### src/rtl/ldtu_decoder.sv
// LiTe-DTU receive-side decoder: buffers encoded words in a small FIFO
// and unpacks them into a 13-bit sample stream, one sample per cycle.
module ldtu_decoder #(
  parameter int          WDEPTH       = 4,
  parameter int          Nbits_12     = 12,
  parameter int          Nbits_32     = 32,
  parameter logic [12:0] sync         = 13'b0101010101010,
  parameter logic [12:0] header_synch = 13'b1111000001111
) (
  input  logic                CLK,
  input  logic                reset,
  input  logic                fallback,
  input  logic [Nbits_32-1:0] DATA_32,
  input  logic                Load,
  output logic [Nbits_12:0]   DATA_out,
  output logic                DValid,
  output logic                Baseline,
  output logic                Orbit_flag,
  output logic                Header_flag,
  output logic                CodeError,
  output logic                ParityError,
  output logic                Overflow
);

  localparam int AW = $clog2(WDEPTH);
  localparam int SW = Nbits_12 + 1;

  logic [Nbits_32:0]      mem_q [WDEPTH];
  logic [AW:0]            wr_q, wr_d, rd_q, rd_d;
  logic                   full, empty, pop, push;

  logic [3:0][SW-1:0]     sh_q, sh_d;
  logic [2:0]             cnt_q, cnt_d;
  logic                   ub_q, ub_d;

  logic [SW-1:0]          data_q, data_d;
  logic                   dv_q, dv_d, base_q, base_d;
  logic                   orb_q, orb_d, hdr_q, hdr_d;
  logic                   ce_q, ce_d, pe_q, pe_d, ovf_q, ovf_d;

  logic [Nbits_32:0]      entry;
  logic                   fb;
  logic [31:0]            w;
  logic [2:0]             dec_n;
  logic [4:0][SW-1:0]     dec_s;
  logic                   dec_base, dec_orb, dec_hdr, dec_ce, dec_pe;

  assign full  = (wr_q[AW] != rd_q[AW]) &&
                 (wr_q[AW-1:0] == rd_q[AW-1:0]);
  assign empty = (wr_q == rd_q);
  assign pop   = (cnt_q == 3'd0) && !empty;
  assign push  = Load && (!full || pop);

  assign entry = mem_q[rd_q[AW-1:0]];
  assign fb    = entry[Nbits_32];
  assign w     = entry[31:0];

  always_comb begin
    dec_n    = 3'd0;
    dec_s    = '0;
    dec_base = 1'b0;
    dec_orb  = 1'b0;
    dec_hdr  = 1'b0;
    dec_ce   = 1'b0;
    dec_pe   = 1'b0;
    if (fb) begin
      if (w == 32'h0) begin
        dec_n = 3'd0;
      end else if (w[31:28] != 4'hF) begin
        dec_ce = 1'b1;
      end else begin
        dec_n    = 3'd2;
        dec_s[0] = SW'(w[12:0]);
        dec_s[1] = SW'(w[25:13]);
        // Odd parity: each stored bit is the XNOR of its 13-bit half
        dec_pe   = (w[26] != ~^w[12:0]) ||
                   (w[27] != ~^w[25:13]);
      end
    end else begin
      unique case (1'b1)
        (w[31:30] == 2'b01): begin
          dec_n    = 3'd5;
          dec_base = 1'b1;
          for (int i = 0; i < 5; i++)
            dec_s[i] = SW'(w[6*i +: 6]);
        end
        (w[31:30] == 2'b10): begin
          if (w[29:24] >= 6'd1 && w[29:24] <= 6'd4) begin
            dec_n    = w[26:24];
            dec_base = 1'b1;
            for (int i = 0; i < 4; i++)
              dec_s[i] = SW'(w[6*i +: 6]);
          end else begin
            dec_ce = 1'b1;
          end
        end
        (w[31:26] == 6'b001010): begin
          dec_n    = 3'd2;
          dec_s[0] = SW'(w[12:0]);
          dec_s[1] = SW'(w[25:13]);
        end
        (w[31:26] == 6'b001011): begin
          if (w[25:13] == sync) begin
            dec_n   = 3'd1;
            dec_orb = 1'b1;
          end else if (w[25:13] == header_synch) begin
            dec_n   = 3'd1;
            dec_hdr = 1'b1;
          end else begin
            dec_ce = 1'b1;
          end
          dec_s[0] = SW'(w[12:0]);
        end
        (w == 32'hF000_0000): begin
          dec_n = 3'd0;
        end
        default: dec_ce = 1'b1;
      endcase
    end
  end

  always_comb begin
    wr_d   = wr_q + (AW+1)'(push);
    rd_d   = rd_q + (AW+1)'(pop);
    ovf_d  = ovf_q | (Load && full && !pop);
    sh_d   = sh_q;
    cnt_d  = cnt_q;
    ub_d   = ub_q;
    dv_d   = 1'b0;
    data_d = '0;
    base_d = 1'b0;
    orb_d  = 1'b0;
    hdr_d  = 1'b0;
    ce_d   = 1'b0;
    pe_d   = 1'b0;
    if (cnt_q != 3'd0) begin
      dv_d   = 1'b1;
      data_d = sh_q[0];
      base_d = ub_q;
      sh_d   = {{SW{1'b0}}, sh_q[3:1]};
      cnt_d  = cnt_q - 3'd1;
    end else if (pop) begin
      ce_d = dec_ce;
      pe_d = dec_pe;
      // First sample leaves on the pop edge; the rest wait in sh_q
      if (dec_n != 3'd0) begin
        dv_d   = 1'b1;
        data_d = dec_s[0];
        base_d = dec_base;
        orb_d  = dec_orb;
        hdr_d  = dec_hdr;
        sh_d   = dec_s[4:1];
        cnt_d  = dec_n - 3'd1;
        ub_d   = dec_base;
      end
    end
  end

  always_ff @(posedge CLK) begin
    if (push) mem_q[wr_q[AW-1:0]] <= {fallback, DATA_32};
  end

  always_ff @(posedge CLK or posedge reset) begin
    if (reset) begin
      wr_q   <= '0;
      rd_q   <= '0;
      sh_q   <= '0;
      cnt_q  <= '0;
      ub_q   <= 1'b0;
      dv_q   <= 1'b0;
      data_q <= '0;
      base_q <= 1'b0;
      orb_q  <= 1'b0;
      hdr_q  <= 1'b0;
      ce_q   <= 1'b0;
      pe_q   <= 1'b0;
      ovf_q  <= 1'b0;
    end else begin
      wr_q   <= wr_d;
      rd_q   <= rd_d;
      sh_q   <= sh_d;
      cnt_q  <= cnt_d;
      ub_q   <= ub_d;
      dv_q   <= dv_d;
      data_q <= data_d;
      base_q <= base_d;
      orb_q  <= orb_d;
      hdr_q  <= hdr_d;
      ce_q   <= ce_d;
      pe_q   <= pe_d;
      ovf_q  <= ovf_d;
    end
  end

  assign DATA_out    = data_q;
  assign DValid      = dv_q;
  assign Baseline    = base_q;
  assign Orbit_flag  = orb_q;
  assign Header_flag = hdr_q;
  assign CodeError   = ce_q;
  assign ParityError = pe_q;
  assign Overflow    = ovf_q;

endmodule
### config.mk
export PLATFORM = sky130hd
export DESIGN_NAME = ldtu_decoder
export DESIGN_NICKNAME = d
export VERILOG_FILES = /design/src/rtl/ldtu_decoder.sv
export SDC_FILE = /design/constraint.sdc
export NUM_CORES = 1
export LEC_CHECK = 0
export CORE_MARGIN = 2
export CORE_UTILIZATION = 45
export DETAILED_ROUTE_END_ITERATION = 12
export PLACE_DENSITY = 0.62
export SYNTH_ARGS = -nofsm -noshare
export SYNTH_HDL_FRONTEND = slang
export SYNTH_SLANG_ARGS = --single-unit
### constraint.sdc
create_clock -name CLK -period 4.8 [get_ports CLK]
set_input_delay 0.96 -clock CLK [delete_from_list [all_inputs] [get_ports CLK]]
set_output_delay 0.96 -clock CLK [all_outputs]
set_load 0.01 [all_outputs]
# [Word level (Yosys, flattened, before mapping)]
# Memory sizes are Yosys's and may differ from the RTL's.
# Cells that the tools add are included.
[classes] n_addsub=4 mul=0 n_div=0 magnitude_cmp=2 n_eq_ne=13 shifts=0 muxes=63 bitwise_logic=2 reduce_logical=23
[ops] cell="2-to-1 mux 52 bit" count=3
[ops] cell="2-to-1 mux 26 bit" count=3
[ops] cell="case mux 13 bit (3 select lines)" count=2
[ops] cell="case mux 26 bit (2 select lines)" count=1
[ops] cell="2-to-1 mux 45 bit" count=1
[ops] cell="2-to-1 mux 13 bit" count=3
[ops] cell="2-to-1 mux 39 bit" count=1
[ops] cell="2-to-1 mux 1 bit" count=38
[ops] cell="== test 32 bit (second input constant)" count=1
[ops] cell="zero test 32 bit" count=1
[ops] cell="XNOR reduction 13 bit" count=2
[ops] cell="2-to-1 mux 3 bit" count=5
[ops] cell="== test 13 x 12 -> 1 bit (second input constant)" count=1
[ops] cell="== test 13 bit (second input constant)" count=1
[ops] cell="== test 6 x 4 -> 1 bit (second input constant)" count=2
[ops] cell="case mux 3 bit (4 select lines)" count=1
[ops] cell="adder 3 x 1 -> 3 bit" count=2
[ops] cell=">= comparator 6 x 1 -> 1 bit (second input constant)" count=1
[ops] cell="less-or-equal comparator 6 x 3 -> 1 bit (second input constant)" count=1
[ops] cell="logical AND 1 bit" count=6
[ops] cell="2-to-1 mux 6 bit" count=1
[ops] cell="nonzero test 3 bit" count=2
[ops] cell="subtractor 3 x 1 -> 3 bit (second input constant)" count=2
[ops] cell="2-to-1 mux 2 bit" count=2
[ops] cell="18 further kinds" count=24
[totals] ff_bits=82 latchBits=0 ramBits=132 romBits=0 in_bits=36 output_inout_bits=20 elab_cells=124 memories=1
[mem_list] memory="mem_q" words=4 word_bits=33 read_ports=1 rd_clocked_by_memory_dff=0 wr=1 line="28" rtl="logic [Nbits_32:0] mem_q [WDEPTH];"

# [Depth between registers and ports, before layout]
# Gate-level depths: netlist of the first run.
# An unclocked memory read counts as a cell.
[logic_depth] depth_word=10 depth_mapped=15

# [Worst setup path before layout of the first run]
# OpenSTA, ideal clock, no wires.
[synth_timing] kind="reg2reg" from="register rd_q[1]" to="memory mem_q[2][0] in the netlist's numbering, enable pin" setup_time_ps=464 t_arrival_ps=3381 slack_ps=955 path_stages_with_launch=8 path_buffers=2 synth_period_minus_slack_ps=3845 cell_sequence="dfrtp_1 -> clkbuf_8 -> buf_2 -> xor2_1 -> nor2_1 -> nand3_1 -> nand2_1 -> nor3_1"
[synth_via] elab_chain_len=7 elab_cells_between_ends=10
[synth_lines] element="start: declaration" line="29" rtl="logic [AW:0] wr_q, wr_d, rd_q, rd_d;"
[synth_lines] element="start signal: assignment" line="180" rtl="rd_q <= rd_d;"
[synth_lines] element="== test 3 bit / == test 2 bit (equally long branches)" line="50, 49"
[synth_lines] element="zero test 1 bit / logical AND 1 bit (equally long branches)" line="51, 48"
[synth_lines] element="logical AND 1 bit / zero test 1 bit (equally long branches)" line="51, 52"
[synth_lines] element="logical OR 1 bit *" line="52" rtl="assign push = Load && (!full || pop);"
[synth_lines] element="logical AND 1 bit *" line="52"
[synth_lines] element="2-to-1 mux 1 bit *" line="160" rtl="if (push) mem_q[wr_q[AW-1:0]] <= {fallback, DATA_32};"
[synth_lines] element="2-to-1 mux 1 bit (not written as such) *" line="160"
[synth_lines] element="end: declaration" line="28"
# Every way passes the cells marked *; elsewhere a longest branch is shown, timed or not.

# [Worst setup path after layout of the first run]
[layout_timing] from="register rd_q[0]" to="register ub_q"
[layout_via] elab_chain_len=8 elab_cells_between_ends=27
[layout_lines] element="memory read (4 x 33 bit)"
[layout_lines] element=">= comparator 6 x 1 -> 1 bit (tied with other cells)" line="88" rtl="if (w[29:24] >= 6'd1 && w[29:24] <= 6'd4) begin"
[layout_lines] element="logical AND 1 bit / 2-to-1 mux 1 bit (equally long branches)" line="88, 106"
[layout_lines] element="2-to-1 mux 3 bit / 2-to-1 mux 1 bit (equally long branches)" line="88, 103"
[layout_lines] element="case mux 3 bit (4 select lines)" line="80" rtl="unique case (1'b1)"
[layout_lines] element="2-to-1 mux 3 bit" line="66" rtl="if (fb) begin"
[layout_lines] element="nonzero test 3 bit" line="146" rtl="if (dec_n != 3'd0) begin"
[layout_lines] element="AND reduction 3 bit (no source line)"
[layout_lines] element="end signal: assignment" line="183" rtl="ub_q <= ub_d;"
[layout_lines] element="end: declaration" line="34" rtl="logic ub_q, ub_d;"
# Several ways; a longest one is shown, not always the timed one.
# A chain may end at the register's enable or synchronous reset.

==> results.md, run 1 <==
* Worst clock skew at 0.00924 ns
* Worst-Margin Slew at 0.909 ns
* Number of routed nets with antenna violations at 0
* Peak supply drop at 345 µV
* Synth Register Bits at 193
* Switching power at 2.69 mW
* Drt wl/cell at 21.2 µm
* Hold buffers post-CTS at 0
* Die ar. at 19600 µm²
* CTS root buf: clkbuf_16
* Setup_tns at 0 ns
* Share of post-route cells with drive strength above 1 at 16.4%
* PD cells at 727 nW/µm²
* Fin crit share at 75.7%
* Remaining DRCs at 3
* Buf/Inv on CP at 1
* Layout area overhead at 17.1%
* DIE HEIGHT at 140 µm
* Hold Crit Class: flip-flop to flip-flop
* Syn Inst Count at 527
* Post-route design area at 9750 µm²
* Clock-pin slew on the worst setup and hold paths at 0.07 ns
* Netlist Area Pre-Place at 8320 µm²
* Filler instances at 1438
* Starting Density at 46.0%
* Switch share at 37.9%
* Hpwl dp at 12000 µm
* Port Buf Inserts at 55
* Routability Congestion at 0.905
* Status: finished with violations
* Startpoint Class: flip-flop
* Worst stage delay on the critical path at 0.76 ns
* Htree depth at 4
* Top_reg_cell synth: edfxtp_1
* Async SR Flop Fraction at 31.6%
* Starting DRT DRC Count at 491
* Post-CTS setup buffers at 0
* Routed vias/inst at 5.69
* Vias in the first global route at 5044
* Die width at 140 µm
* Combinational group share of total power at 45.0%
* CP Cell Sequence: mux4_2, inv_1, ha_1, nor2b_1, a2bb2oi_4, or4_1, nand3_1, a22o_2, mux2_4
* Clk buf depth at 2
* Gr ovfl total at 0
* Vias at 4772
* Clk_lat worst skew at 0.43 ns
* Largest net degree at the start of global routing at 45
* Warnings, synthesis at 0
* Clock Power Share at 20.5%
* Avg Synthesized Cell Area at 15.8 µm²
* Post-CTS resize count at 0
* Final Hold Fails at 0
* TritonRoute pass-1 iters at 9
* Cell Int Power at 4.40 mW
* Slew headroom at 39.3%
* Initial antenna violation count at 1
* Max Slew Vio Count at 0
* Critical Path Sink Type: flip-flop
* RSZ-0062 raised after global routing: false
* CTS tree: yes
* Placed cell areas at 9130 µm²
* Max_cap viols at 0
* First-pass GRT wire length at 28400 µm
* Final core occ at 53.9%
* CTS buffer count at 17
* I/O pin cnt at 56
* Post-layout min period at 3.63 ns
* Failing checks: DRC
* Setup violators final at 0
* Post-synth EDFFs at 132
* Row count at 49
* Setup CP Type: flip-flop to flip-flop
* Layout Nets at 657
* Sequential share of the synthesized area at 66.0%
* Cell variety after synth at 55
* Crit path max fanout at 20
* Total wire length at 17700 µm
* Pleak at 3.68 nW
* All-layer global routing usage at 19.3%
* Sink Count at 193
* Sequential group share of total power at 34.5%
* Core Area at 18100 µm²
* FMAX at 0.275 GHz
* Cell family with the largest share of critical-path delay: simple AND/OR/NAND/NOR gates
* WP data arrival at 3.95 ns
* Slowest-stage cell, CP: dfrtp_2
* Required time of the critical path at 5.12 ns
* Synth Net Count at 589
## registers in the layout, summed over array words and instances (netlist names)
name	count
mem_q	132
sh_q	31
DATA_out	13
cnt_q	3
rd_q	3
wr_q	3
Baseline	1
CodeError	1
DValid	1
Header_flag	1
Orbit_flag	1
Overflow	1
ParityError	1
ub_q	1
## synth_stat cells, drive strengths merged, types with 2 or more instances
| master | count | area [µm²] |
|---|---|---|
| nand4 | 7 | 43.8 |
| a222oi | 12 | 120 |
| edfxtp | 132 | 3960 |
| o31ai | 9 | 67.6 |
| dfrtp | 61 | 1530 |
| inv | 47 | 176 |
| mux4 | 27 | 616 |
| ha | 26 | 325 |
| nor2b | 3 | 18.8 |
| a221oi | 7 | 61.3 |
| nand2 | 35 | 131 |
| a21o | 2 | 15.0 |
| a22o | 9 | 80.1 |
| nand3 | 6 | 30.0 |
| o21ai | 8 | 51.3 |
| or3 | 7 | 56.3 |
| a21oi | 5 | 25.0 |
| buf | 14 | 116 |
| clkbuf | 6 | 42.5 |
| nor2 | 17 | 63.8 |
| xor2 | 8 | 70.1 |
| nor3 | 7 | 35.0 |
| and3 | 2 | 13.8 |
| mux2 | 9 | 105 |
| a32o | 6 | 60.1 |
| o22ai | 6 | 37.5 |
| mux2i | 15 | 150 |
| xnor2 | 12 | 105 |
| a31oi | 4 | 25.0 |
| nor4 | 5 | 46.3 |
## layer usage
layer | routed length [µm] | part of all wire (%) | global-route usage [%]
met1 | 7930 | 45 | 26.1
met2 | 8620 | 49 | 30.6
met3 | 697 | 3.9 | 3.83
met4 | 504 | 2.8 | 8.77
met5 | 0 | 0 | 0
## through the flow
| stage | cells | setup WS [ns] | power, mW | hold WS, ns |
|---|---|---|---|---|
| after floorplan | 527 | 0.955 | 4.78 | 0.448 |
| after global placement | 805 | 1.22 | 5.61 | 0.472 |
| after detailed placement | 805 | 1.10 | 5.69 | 0.475 |
| after CTS | 837 | 1.09 | 7.16 | 0.499 |
| after global routing | 838 | 0.891 | 7.52 | 0.500 |
| final | 838 | 1.17 | 7.09 | 0.497 |
## final cells by class
class / instances / area, µm² / share of cell area [%]
clock inverter: 11 / 154 / 1.58
timing repair buffer: 69 / 656 / 6.73
antenna: 1 / 2.50 / 0.0257
multi-input combinational: 267 / 2520 / 25.8
clock buffer: 21 / 460 / 4.72
sequential: 193 / 5490 / 56.4
tap: 229 / 287 / 2.94
inverter: 47 / 176 / 1.81
## kinds of logic (layout without fill, tap and decap cells)
logic type | Yosys count | in the layout | synth area share [%]
flops | 193 | 193 | 66.0
simple gates | 95 | 95 | 5.80
compound gates | 75 | 75 | 7.74
buf+inv | 67 | 148 | 4.03
mux | 51 | 51 | 10.5
fa+ha+maj | 26 | 26 | 3.91
xor+xnor | 20 | 20 | 2.10
other cells | 0 | 1 | 0
## worst reg2reg max path, cell delays in order, from the launching register on
cell	delay, ns
dfrtp_2	0.76
mux4_2	0.62
inv_1	0.10
ha_1	0.16
nor2b_1	0.22
a2bb2oi_4	0.12
or4_1	0.56
nand3_1	0.21
a22o_2	0.44
mux2_4	0.34
## power groups by stage
stage	clock (mW)	combinational, mW	sequential (mW)
final	1.45	3.19	2.45
after global routing	1.55	3.47	2.50
after CTS	1.49	3.21	2.45
after detailed placement	0	3.20	2.49
after global placement	0	3.14	2.47
after floorplan	0	2.40	2.38
## worst paths after layout
check	startpoint	to	slack, ns	cells after the start
setup / recovery	rd_q[0]	ub_q	1.17	9
hold / removal	sh_q[41]	sh_q[41]	0.50	1
setup reg to reg	rd_q[0]	ub_q	1.17	9
hold reg to reg	sh_q[41]	sh_q[41]	0.50	1
max in group asynchronous	reset	rd_q[1]	2.89	3
min in group asynchronous	reset	DATA_out[5]	1.05	2
## layout by cell type (no fill, tap or decap), types with 3 or more instances in the layout
cell | netlist | layout
nor3_2 | 0 | 3
a21oi_1 | 5 | 5
nor2_1 | 17 | 15
inv_1 | 45 | 44
mux2_2 | 8 | 8
clkbuf_16 | 0 | 17
inv_2 | 2 | 3
nor3_1 | 7 | 4
a222oi_1 | 12 | 12
edfxtp_1 | 132 | 132
nand3_1 | 6 | 6
a32o_1 | 6 | 6
mux4_2 | 25 | 25
nor2b_1 | 3 | 3
mux2i_1 | 15 | 15
a31oi_1 | 4 | 4
a22o_1 | 8 | 8
buf_4 | 0 | 14
xnor2_1 | 12 | 12
ha_1 | 26 | 26
bufinv_16 | 0 | 3
o31ai_1 | 9 | 9
nand4_1 | 7 | 7
nor4_1 | 4 | 4
xor2_1 | 8 | 8
dfrtp_1 | 61 | 59
a221oi_1 | 7 | 7
clkdlybuf4s50_1 | 0 | 55
o22ai_1 | 6 | 6
or3_1 | 3 | 3
o21ai_0 | 7 | 7
nand2_1 | 35 | 35
Note: power is estimated with default switching activity, not from simulation.
==> run 2, diff against run 1 <==
==> constraint.sdc (replaced) <==
create_clock -name CLK -period 3.8 [get_ports CLK]
set_input_delay 0.76 -clock CLK [delete_from_list [all_inputs] [get_ports CLK]]
set_output_delay 0.76 -clock CLK [all_outputs]
set_load 0.01 [all_outputs]
==> run 2 against run 1 <==
Effect of this change:
- the flow still finishes with violations (DRC)
- via count increased by 0.44%
- maximum frequency grew 4.7%
- clock power rose by 18%
- total power up 25%
- core utilization grew 0.24 points
==> results.md, run 2 (synthesis gave the netlist of run 1 again) <==
* Routed vias/inst at 5.67
* Clock-pin slew on the worst setup and hold paths at 0.07 ns
* TritonRoute pass-1 iters at 11
* Max FFs per register at 132
* Post-layout min period at 3.47 ns
* R2r setup slk at 0.33 ns
* Worst-Margin Slew at 0.704 ns
* Core Area at 18100 µm²
* I/O pin cnt at 56
* Htree depth at 4
* Final Hold Fails at 0
* Row count at 49
* Worst Hold End: Overflow
* Total wire length at 17500 µm
* Critical Path Sink Type: flip-flop
* Required time of the critical path at 4.12 ns
* Vias at 4793
* Most frequent cells in the layout: edfxtp_1 (132), dfrtp_1 (59), clkdlybuf4s50_1 (55)
* CTS buffer count at 17
* Filler instances at 1413
* PD cells at 907 nW/µm²
* Startpoint Class: flip-flop
* DIE HEIGHT at 140 µm
* Crit path max fanout at 24
* Pleak at 3.71 nW
* Setup CP Type: flip-flop to flip-flop
* Fin crit share at 91.3%
* Max Slew Vio Count at 0
* First-pass GRT wire length at 27700 µm
* Port Buf Inserts at 55
* Critical hold path startpoint: Overflow
* Max_cap viols at 0
* Failing checks: DRC
* Sink Count at 193
* Largest net degree at the start of global routing at 35
* Hold path depth at 1
* Initial antenna violation count at 0
* Worst reg2reg path depth at 10
* Setup violators final at 0
* Status: finished with violations
* Starting Density at 46.0%
* R2r endpoint: sh_q[27]
* Final core occ at 54.1%
* WP data arrival at 3.79 ns
* Starting DRT DRC Count at 433
* Die ar. at 19600 µm²
* Peak supply drop at 401 µV
* Slew headroom at 53.0%
* Worst r2r src: rd_q[0]
* Pwr Total at 8.88 mW
* Remaining DRCs at 4
* Share of post-route cells with drive strength above 1 at 17.7%
* Die width at 140 µm
* RSZ-0062 raised after global routing: false
* Worst clock skew at 0.0106 ns
* Clk_lat worst skew at 0.43 ns
* CTS root buf: clkbuf_16
* All-layer global routing usage at 18.8%
* Drt wl/cell at 20.7 µm
* Vias in the first global route at 4917
* Hpwl dp at 12100 µm
* FMAX at 0.288 GHz
* Number of routed nets with antenna violations at 0
* Hold Crit Class: flip-flop to flip-flop
* Clk buf depth at 2
* Leading cell type in the layout, fill and taps excluded: edfxtp_1
* Routability Congestion at 0.881
* Post-CTS setup buffers at 0
* Layout area overhead at 17.6%
* N_diodes at 0
* Layout Nets at 667
* CTS tree: yes
* Gr ovfl total at 0
## run 2: cell count changes in the layout (fill, tap and decap cells not counted), sizes merged
cell	previous run	this run
buf	14	24
clkbuf	21	17
inv	50	54
bufinv	3	1
clkinv	4	5
diode	1	0
## run 2: how the worst max path moves through the flow
stage	startpoint	end	slack, ns	cells after the start
6_report	rd_q[0]	sh_q[27]	0.33	10
5_1_grt	rd_q[0]	sh_q[29]	0.03	10
4_1_cts	rd_q[0]	sh_q[27]	0.21	10
3_3_place_gp	rd_q[0]	DATA_out[11]	0.37	8
3_5_place_dp	rd_q[0]	sh_q[27]	0.23	10
2_1_floorplan	rd_q[1]	mem_q[2][0]	-0.05	7
## run 2: worst max-delay path, cell delays in order, from the launching register on
cell	delay (ns)
dfrtp_4	0.64
mux4_2	0.61
inv_1	0.12
ha_1	0.17
nor2b_1	0.22
a2bb2oi_4	0.13
o31ai_1	0.56
o22a_1	0.29
o21ai_4	0.09
buf_4	0.22
a221oi_1	0.31
## run 2: per-stage QoR
stage / instances / hold slack, ns / setup TNS, ns / instance area (µm²) / setup slack (ns)
after CTS: 846 / 0.474 / 0 / 9790 / 0.213
final: 846 / 0.469 / 0 / 9790 / 0.331
after detailed placement: 815 / 0.459 / 0 / 9230 / 0.229
after global placement: 815 / 0.457 / 0 / 9230 / 0.374
after global routing: 846 / 0.501 / 0 / 9790 / 0.0261
after floorplan: 527 / 0.448 / -2.98 / 8330 / -0.0453
## run 2: cell type report
class	count	area (µm²)	share of cell area, %
inverters	47	176	1.80
flip-flops and latches	193	5500	56.1
repair buffers	79	756	7.72
multi-input cells	267	2520	25.7
clock inverters	14	131	1.34
well taps	229	287	2.93
clock buffers	17	425	4.35
## run 2: repair_timing
action / in CTS / in global routing
endpoints found under the setup margin: 0 / 8
hold buffers: 0 / 0
gates resized for setup: 0 / 1
## run 2: routing by layer
metal / global-route usage, % / part of all wire [%]
met1: 26.0 / 45
met2: 30.3 / 49
met3: 2.94 / 3.3
met4: 7.28 / 2.2
met5: 0 / 0
## run 2: power breakdown
group	switching (mW)	total (mW)	internal, mW
Sequential	0.234	3.05	2.82
Combinational	2.40	4.12	1.73
Clock	0.795	1.71	0.913
==> run 3, diff against run 2 <==
--- a/config.mk
+++ b/config.mk
@@ -8,7 +8,7 @@
 export CORE_MARGIN = 2
 export CORE_UTILIZATION = 45
 export DETAILED_ROUTE_END_ITERATION = 12
-export PLACE_DENSITY = 0.62
+export PLACE_DENSITY = 0.64
 export SYNTH_ARGS = -nofsm -noshare
 export SYNTH_HDL_FRONTEND = slang
 export SYNTH_SLANG_ARGS = --single-unit
==> constraint.sdc (replaced) <==
create_clock -name CLK -period 2.95 [get_ports CLK]
set_input_delay 0.59 -clock CLK [delete_from_list [all_inputs] [get_ports CLK]]
set_output_delay 0.59 -clock CLK [all_outputs]
set_load 0.02 [all_outputs]
==> run 3 against run 2 <==
Effect of this change:
- the run ends with DRC, setup timing left
- non-clock buffer count increased by 54
- global-route usage increased by 0.86 points
- sequential share of layout area decreased by 4.6 points
- flip-flop and latch count unchanged
- total power increased by 48%
- routed wire length increased by 8.0%
- count of clock-buffer cells in the layout unchanged
- critical path depth increased by 1
- final cell count increased by 6.7%
- die area unchanged
- worst setup slack got worse by 0.52 ns
- hold slack improved by 0.015 ns
==> results.md, run 3 (synthesis gave the netlist of run 1 again) <==
* Layout Cells excl Fill at 903
* Die width at 140 µm
* Gr ovfl total at 0
* Final Hold Fails at 0
* Routability Congestion at 0.933
* Number of routed nets with antenna violations at 0
* Switch share at 38.3%
* Failing checks: DRC, setup timing
* Share of post-route cells with drive strength above 1 at 30.4%
* CP endpoint: DATA_out[7]
* Filler instances at 1343
* Clk_lat worst skew at 0.44 ns
* Clk buf depth at 2
* Sequential group share of total power at 29.4%
* Slew headroom at 56.6%
* WP data arrival at 3.48 ns
* Switching power at 5.04 mW
* N_diodes at 0
* Cell Int Power at 8.11 mW
* CTS buffer count at 17
* RSZ-0062 raised after global routing: true
* Clock-pin slew on the worst setup and hold paths at 0.07 ns
* Post-layout min period at 3.14 ns
* Die ar. at 19600 µm²
* Required time of the critical path at 3.29 ns
* First-pass GRT wire length at 29000 µm
* Sink Count at 193
* CTS tree: yes
* Core Area at 18100 µm²
* Setup violators final at 53
* Setup CP Type: flip-flop to flip-flop
* Clock Power Share at 16.8%
* Peak supply drop at 569 µV
* Pleak at 4.11 nW
* Pwr Total at 13.1 mW
* Hold buffers post-CTS at 0
* Row count at 49
* Worst r2r src: rd_q[0]
* Total wire length at 18900 µm
* Final core occ at 58.9%
* Layout Nets at 723
* Critical Path Start: rd_q[0]
* Max_cap viols at 0
* Critical Path Sink Type: flip-flop
* DIE HEIGHT at 140 µm
* Hold_ws at 0.484 ns
* Max FFs per register at 132
* Worst clock skew at 0.00987 ns
* Status: finished with violations
* Worst reg2reg path depth at 11
* Max Slew Vio Count at 0
* Largest net degree at the start of global routing at 34
* Routed vias/inst at 5.64
* Vias at 5091
* I/O pin cnt at 56
* TritonRoute pass-1 iters at 11
* Pre-CTS WS at -0.253 ns
* Crit path max fanout at 11
* Remaining DRCs at 3
* Htree depth at 4
* Vias in the first global route at 5139
* Fin crit share at 106%
* CTS root buf: clkbuf_16
* R2r endpoint: DATA_out[7]
* Hold Crit Class: flip-flop to flip-flop
* All-layer global routing usage at 19.7%
* Placed cells at 849
* R2r setup slk at -0.19 ns
* Hpwl dp at 12000 µm
* Worst-Margin Slew at 0.650 ns
* Startpoint Class: flip-flop
* Drt wl/cell at 20.9 µm
* Worst Slack Setup Final at -0.189 ns
* Leading cell type in the layout, fill and taps excluded: edfxtp_1
* FMAX at 0.319 GHz
* Initial antenna violation count at 0
* Starting Density at 46.0%
* Most frequent cells in the layout: edfxtp_1 (132), dfrtp_1 (59), buf_4 (56)
* Combinational group share of total power at 53.8%
* Layout area overhead at 27.9%
* Port Buf Inserts at 55
* Starting DRT DRC Count at 581
* PD cells at 1230 nW/µm²
## run 3: cell count changes in the layout (fill, tap and decap cells not counted), sizes merged
| cell | before | now |
|---|---|---|
| a22o | 9 | 11 |
| bufinv | 1 | 0 |
| clkbuf | 17 | 20 |
| clkinv | 5 | 7 |
| buf | 24 | 75 |
| inv | 54 | 53 |
| clkinvlp | 1 | 2 |
## run 3: per-layer routing
metal  vias up  share of wire [%]  global-route usage [%]
li1       2307                  -                       -
met1      2595                 44                    27.0
met2       162                 49                    30.7
met3        27                5.7                    4.72
met4         0                2.3                    7.66
met5         -                  0                       0
## run 3: final cells by class
cell class	instances	area (µm²)	share of cell area, %
multi-input cells	269	2770	26.0
repair buffers	133	1350	12.7
flip-flops and latches	193	5490	51.6
inverters	47	189	1.77
well taps	229	287	2.69
clock inverters	15	140	1.32
clock buffers	17	425	3.99
## run 3: worst min-delay path by stage
stage,slack (ns),endpoint,cells after the start,startpoint
finish,0.48,rd_q[2],1,rd_q[2]
CTS,0.49,rd_q[2],1,rd_q[2]
detailed placement,0.48,DATA_out[8],2,sh_q[8]
global placement,0.47,Overflow,1,Overflow
global route,0.51,Overflow,1,Overflow
floorplan,0.45,DATA_out[10],2,sh_q[10]
## run 3: stage by stage
stage	setup TNS (ns)	instance area, µm²
after floorplan	-73.82	8410
after global placement	-0.970	9630
after detailed placement	-2.08	9630
after CTS	-2.27	10300
after global routing	-14.37	10700
final	-6.86	10700
## run 3: timing repair
item                       CTS  global route
buffers inserted             3            14
gates cloned                 1             5
resized for setup           15            30
pin swaps                    3            17
setup endpoints to repair   48            53
## run 3: worst max-delay path: stages, from the launching register on
cell and delay [ns]:
dfrtp_2 0.46, buf_12 0.16, mux4_2 0.56, inv_1 0.10, ha_1 0.16, nand4_1 0.09
or3_4 0.36, a2111oi_4 0.34, or3_4 0.24, a22oi_2 0.10, buf_6 0.18, o31ai_2 0.28
## run 3: power groups by stage
| stage | clock network, mW | registers, mW | logic (mW) |
|---|---|---|---|
| final | 2.21 | 3.86 | 7.08 |
| after global routing | 2.37 | 3.92 | 7.59 |
| after global placement | 0 | 3.89 | 5.98 |
| after CTS | 2.25 | 3.85 | 6.22 |
| after detailed placement | 0 | 3.90 | 6.04 |
| after floorplan | 0 | 3.93 | 4.04 |
==> RTL change 1 (flow settings as in run 2) <==
`Nbits_32`: 32 -> 36.
--- a/src/rtl/ldtu_decoder.sv
+++ b/src/rtl/ldtu_decoder.sv
@@ -3,7 +3,7 @@
 module ldtu_decoder #(
   parameter int          WDEPTH       = 4,
   parameter int          Nbits_12     = 12,
-  parameter int          Nbits_32     = 32,
+  parameter int          Nbits_32     = 36,
   parameter logic [12:0] sync         = 13'b0101010101010,
   parameter logic [12:0] header_synch = 13'b1111000001111
 ) (
Interface: changed (resized DATA_32); port bits go from 56 to 60. The function was not compared with the original's and may differ.
==> RTL change 1 against run 2 <==
- clock power rose by 16%
- total power decreased by 3.4%
- maximum frequency fell by 4.2%
- cell area fell by 0.15%
- sequential share of layout area barely moved
- via count fell by 5.7%
- area after synthesis is 2.5% lower
- sequential cell count unchanged
- sequential power fell by 4%
- clock skew about the same
- hold slack lost 0.0049 ns
- routed wire length down 5.7%
- worst setup slack worse by 0.15 ns
- critical path type unchanged
- critical endpoint is now sh_q[18]
- largest cell class unchanged
==> RTL change 1: results (changes against run 2) <==
* Total GRT Usage at 0.179 (-0.00919)
* Status: complete, no violations
* Syn Nets at 562 (-4.6%)
* Top cells by count, synth: edfxtp_1 (132), dfrtp_1 (61), inv_1 (33), mux4_2 (33)
* Register area share after synthesis at 0.676 (+0.0169)
* Initial antenna violation count at 0 (unchanged)
* Vias/cell at 5.57 (-1.8%)
* Placement Setup Slack at -0.0173 ns (-0.246 ns)
* Fill count at 1393 (-1.4%)
* Dpl cells at 778 (-4.5%)
* Drt initial violations at 254 (-41%)
* Worst Path Max Fanout at 15 (-38%)
* Top cells by area, synth: edfxtp_1 (49%), dfrtp_1 (19%), mux4_2 (9.2%)
* Cell count after synthesis at 496 (-5.9%)
* Yosys Warn Count at 0 (unchanged)
* Vias in the first global route at 4694 (-4.5%)
* First-pass GRT wire length at 25800 µm (-6.8%)
* Max transition margin at 0.312 (-0.218)
* Final #Nets at 637 (-4.5%)
* Leak at 3.74 nW (+0.58%)
* H-tree Lvls at 4 (unchanged)
* Drt pass-1 iters at 5 (-6)
* Clk buf depth at 2 (unchanged)
* Max IR drop VDD at 0.388 mV (-3.2%)
* Arrival time worst endpoint at 3.93 ns (+0.14 ns)
* Detailed Route WL at 16500 µm (-5.7%)
* Post-synth EDFFs at 132 (unchanged)
* Root buf cell: clkbuf_16
* Share of cells above drive strength 1 at 0.185 (+0.00859)
* Post-route insts no fill at 812 (-4.0%)
* Hpwl dp at 10800 µm (-11%)
* Largest net degree at the start of global routing at 48 (+37%)
* Cell variety after synth at 49 (-11%)
* Clock skew at 0.0104 ns (-0.000258 ns)
* Num CTS Buffers at 17 (unchanged)
* DP Area at 0.00905 mm² (-1.9%)
* RD Place Congestion at 0.914 (+3.8%)
[RTL change 1: cell count changes in the layout (fill, tap and decap cells not counted), sizes merged, moves of 6 or more]
cell | run 2 | this run
o31ai | 9 | 0
nand3 | 6 | 12
nand2 | 35 | 15
mux4 | 27 | 33
a32o | 6 | 0
mux2i | 15 | 0
and2 | 1 | 10
a22o | 9 | 26
a221o | 0 | 8
a222oi | 12 | 0
a22oi | 1 | 7
inv | 54 | 40
[RTL change 1: cells by family after synthesis]
logic type / Yosys count / synth area share
buffers and inverters: 56 / 0.0308
multiplexers: 39 / 0.0999
AO/OA/AOI/OAI: 67 / 0.0678
XOR/XNOR: 20 / 0.0216
flip-flops: 193 / 0.676
AND/OR/NAND/NOR: 95 / 0.0634
adder cells (fa/ha/maj): 26 / 0.0401
[RTL change 1: critical path, cell delays in order, from the launching register on]
cell      delay (ns)
dfrtp_2         0.40
buf_12          0.18
mux4_2          0.60
inv_1           0.10
ha_1            0.14
nand4_1         0.09
or3_1           0.43
a211oi_2        0.25
nor3_1          0.11
and2_1          0.16
o31a_4          0.43
buf_4           0.22
a221o_1         0.37
[RTL change 1: repair_timing]
| action | in CTS | in global routing |
|---|---|---|
| gates resized for setup | 1 | 4 |
| setup buffers | 0 | 3 |
| endpoints found under the setup margin | 7 | 17 |
[RTL change 1: routing by layer]
layer	up-vias	track usage	wire length, µm
met5	-	0	0
met4	0	0.0693	444
met3	32	0.0454	755
met2	118	0.292	8040
met1	2313	0.232	7230
li1	2056	-	-
[RTL change 1: final cells by class]
cell class	instances	area (µm²)	share of cell area
Tap cell	229	287	0.0293
Sequential cell	193	5490	0.562
Clock inverter	14	244	0.0250
Inverter	33	124	0.0127
Clock buffer	17	425	0.0435
Timing Repair Buffer	79	772	0.0790
Multi-Input combinational cell	247	2430	0.249
[RTL change 1: report_power, final]
part	internal, W	switching [W]	leakage [nW]
logic	0.00159	0.00208	1.39
clock network	0.00119	0.000801	0.327
registers	0.00276	0.000160	2.02
total	0.00554	0.00304	3.74
[RTL change 1: final timing paths]
| kind | slack [ns] | to | cells past startpoint |
|---|---|---|---|
| worst max-delay path | 0.18 | sh_q[18] | 12 |
| worst min-delay path | 0.46 | Overflow | 1 |
| worst max register to register | 0.18 | sh_q[18] | 12 |
| worst min register to register | 0.46 | Overflow | 1 |
| min in group asynchronous | 0.89 | rd_q[2] | 2 |
| max in group asynchronous | 2.12 | sh_q[27] | 3 |
[RTL change 1: per-stage QoR]
stage                      util  setup TNS [ns]
final                     0.548               0
after global routing      0.548               0
after CTS                 0.545               0
after detailed placement  0.508         -0.0173
after global placement    0.508               0
after floorplan               -               0
==> RTL change 2 (flow settings as in run 2) <==
Made on the original files. Make the reset (`reset`) synchronous in one clocked block.
--- a/src/rtl/ldtu_decoder.sv
+++ b/src/rtl/ldtu_decoder.sv
@@ -160,7 +160,7 @@
     if (push) mem_q[wr_q[AW-1:0]] <= {fallback, DATA_32};
   end
 
-  always_ff @(posedge CLK or posedge reset) begin
+  always_ff @(posedge CLK) begin
     if (reset) begin
       wr_q   <= '0;
       rd_q   <= '0;
Function: differs if reset is asserted again (counterexample within 4 cycles, from zero or initial values and one cycle with reset high); with reset held inactive, the same outputs for 4 cycles.
==> RTL change 2 against run 2 <==
- worst setup slack worse by 0.049 ns
- combinational power down 44%
- routed wire length up 3.5%
- cell count up 3.3%
- total power down 25%
- sequential cell count unchanged
- area after synthesis down 1.2%
- cell area down 0.77%
- first-iteration DRC count up 6.2%
==> RTL change 2: results (changes against run 2) <==
* Max IR drop VDD at 0.357 mV (-11%)
* Met3 wire len at 955 µm (+64%)
* Total GRT Usage at 0.193 (+0.00522)
* Hold-critical path depth at 2 (+1)
* Worst Hold Endpoint: sh_q[43]
* CP peak stage delay at 0.60 ns (-0.04 ns)
* Reg area at 0.00519 mm² (-5.6%)
* Syn Nets at 633 (+7.5%)
* Dpl cells at 843 (+3.4%)
* Clock skew at 0.00800 ns (-0.00263 ns)
* Multi-input gate area at 0.00280 mm² (+11%)
* Multi-input gates at 311 (+16%)
* Status: complete, no violations
* Vias in the first global route at 5025 (+2.2%)
* Fill count at 1437 (+1.7%)
* Routing usage on met1 at 0.257 (-0.00275)
* Arrival time worst endpoint at 3.82 ns (+0.03 ns)
* R2r endpoint: sh_q[4]
* Vias/cell at 5.62 (-0.78%)
* Worst Path Max Fanout at 28 (+17%)
* Slowest-stage cell, CP: mux4_2
* Internal Dissipation at 0.00436 W (-20%)
* Top cells by area, synth: edfxtp_1 (48%), dfxtp_1 (15%), mux4_2 (9.0%)
* Hpwl dp at 12400 µm (+2.8%)
* Asr flop ratio synth at 0 (-0.316)
* Clk tree area frac at 0.0611 (+0.00417)
* Top cells by count, synth: edfxtp_1 (132), dfxtp_1 (61), inv_1 (38)
* RD Place Congestion at 0.893 (+1.3%)
* GR met3 Demand/Resource at 0.0520 (+0.0226)
* First-pass GRT wire length at 28400 µm (+2.4%)
* Cell variety after synth at 51 (-7.3%)
* Buffer share of cell area at 0.0724 (-0.00481)
* Delay-heaviest family, CP: simple AND/OR/NAND/NOR gates
* Worst r2r path cells at 12 (+2)
* R2R Setup Slk at 0.28 ns (-0.05 ns)
* Detailed Route WL at 18100 µm (+3.5%)
* Avg Inst Size Synth at 14.4 µm² (-8.8%)
* Final #Nets at 695 (+4.2%)
* Met2 Wirelength at 8870 µm (+2.6%)
* Met2 Track Usage GR at 0.313 (+0.00933)
-- RTL change 2: cell types whose count changed after synthesis, sizes merged, moves of 11 or more --
cell / run 2 / this run
dfrtp: 61 / 0
dfxtp: 0 / 61
a21oi: 5 / 31
o2bb2ai: 0 / 14
a211oi: 1 / 14
nor2: 17 / 29
nand2: 35 / 24
-- RTL change 2: kinds of logic after synthesis --
kind of cell / count (synthesis) / synth area share
adders and majority gates: 26 / 0.0395
muxes: 39 / 0.0976
buffers and inverters: 67 / 0.0335
xor gates and xnor gates: 20 / 0.0213
AOI/OAI and AO/OA: 111 / 0.100
DFF: 193 / 0.630
and+or+nand+nor: 115 / 0.0777
-- RTL change 2: stage by stage --
step           worst slack, ns  hold WS (ns)  area (µm²)
2_1_floorplan           0.0579         0.431        8230
3_3_place_gp             0.376         0.448        9120
3_5_place_dp             0.343         0.450        9120
4_1_cts                  0.326         0.467        9710
5_1_grt                0.00441         0.481        9710
6_report                 0.281         0.467        9710
-- RTL change 2: worst max path at each step --
stage / slack (ns) / start / to / depth (start not counted)
5_1_grt: 0.004 / rd_q[0] / sh_q[8] / 11
4_1_cts: 0.33 / rd_q[0] / sh_q[4] / 12
6_report: 0.28 / rd_q[0] / sh_q[4] / 12
3_3_place_gp: 0.38 / rd_q[0] / sh_q[27] / 10
3_5_place_dp: 0.34 / rd_q[0] / sh_q[4] / 12
2_1_floorplan: 0.06 / rd_q[0] / sh_q[26] / 16
-- RTL change 2: power by group through the flow --
stage	clock network (W)	registers, W	logic [W]
after floorplan	0	0.00253	0.00170
after global placement	0	0.00253	0.00229
after detailed placement	0	0.00254	0.00231
after CTS	0.00184	0.00249	0.00232
after global routing	0.00192	0.00251	0.00254
final	0.00181	0.00249	0.00232
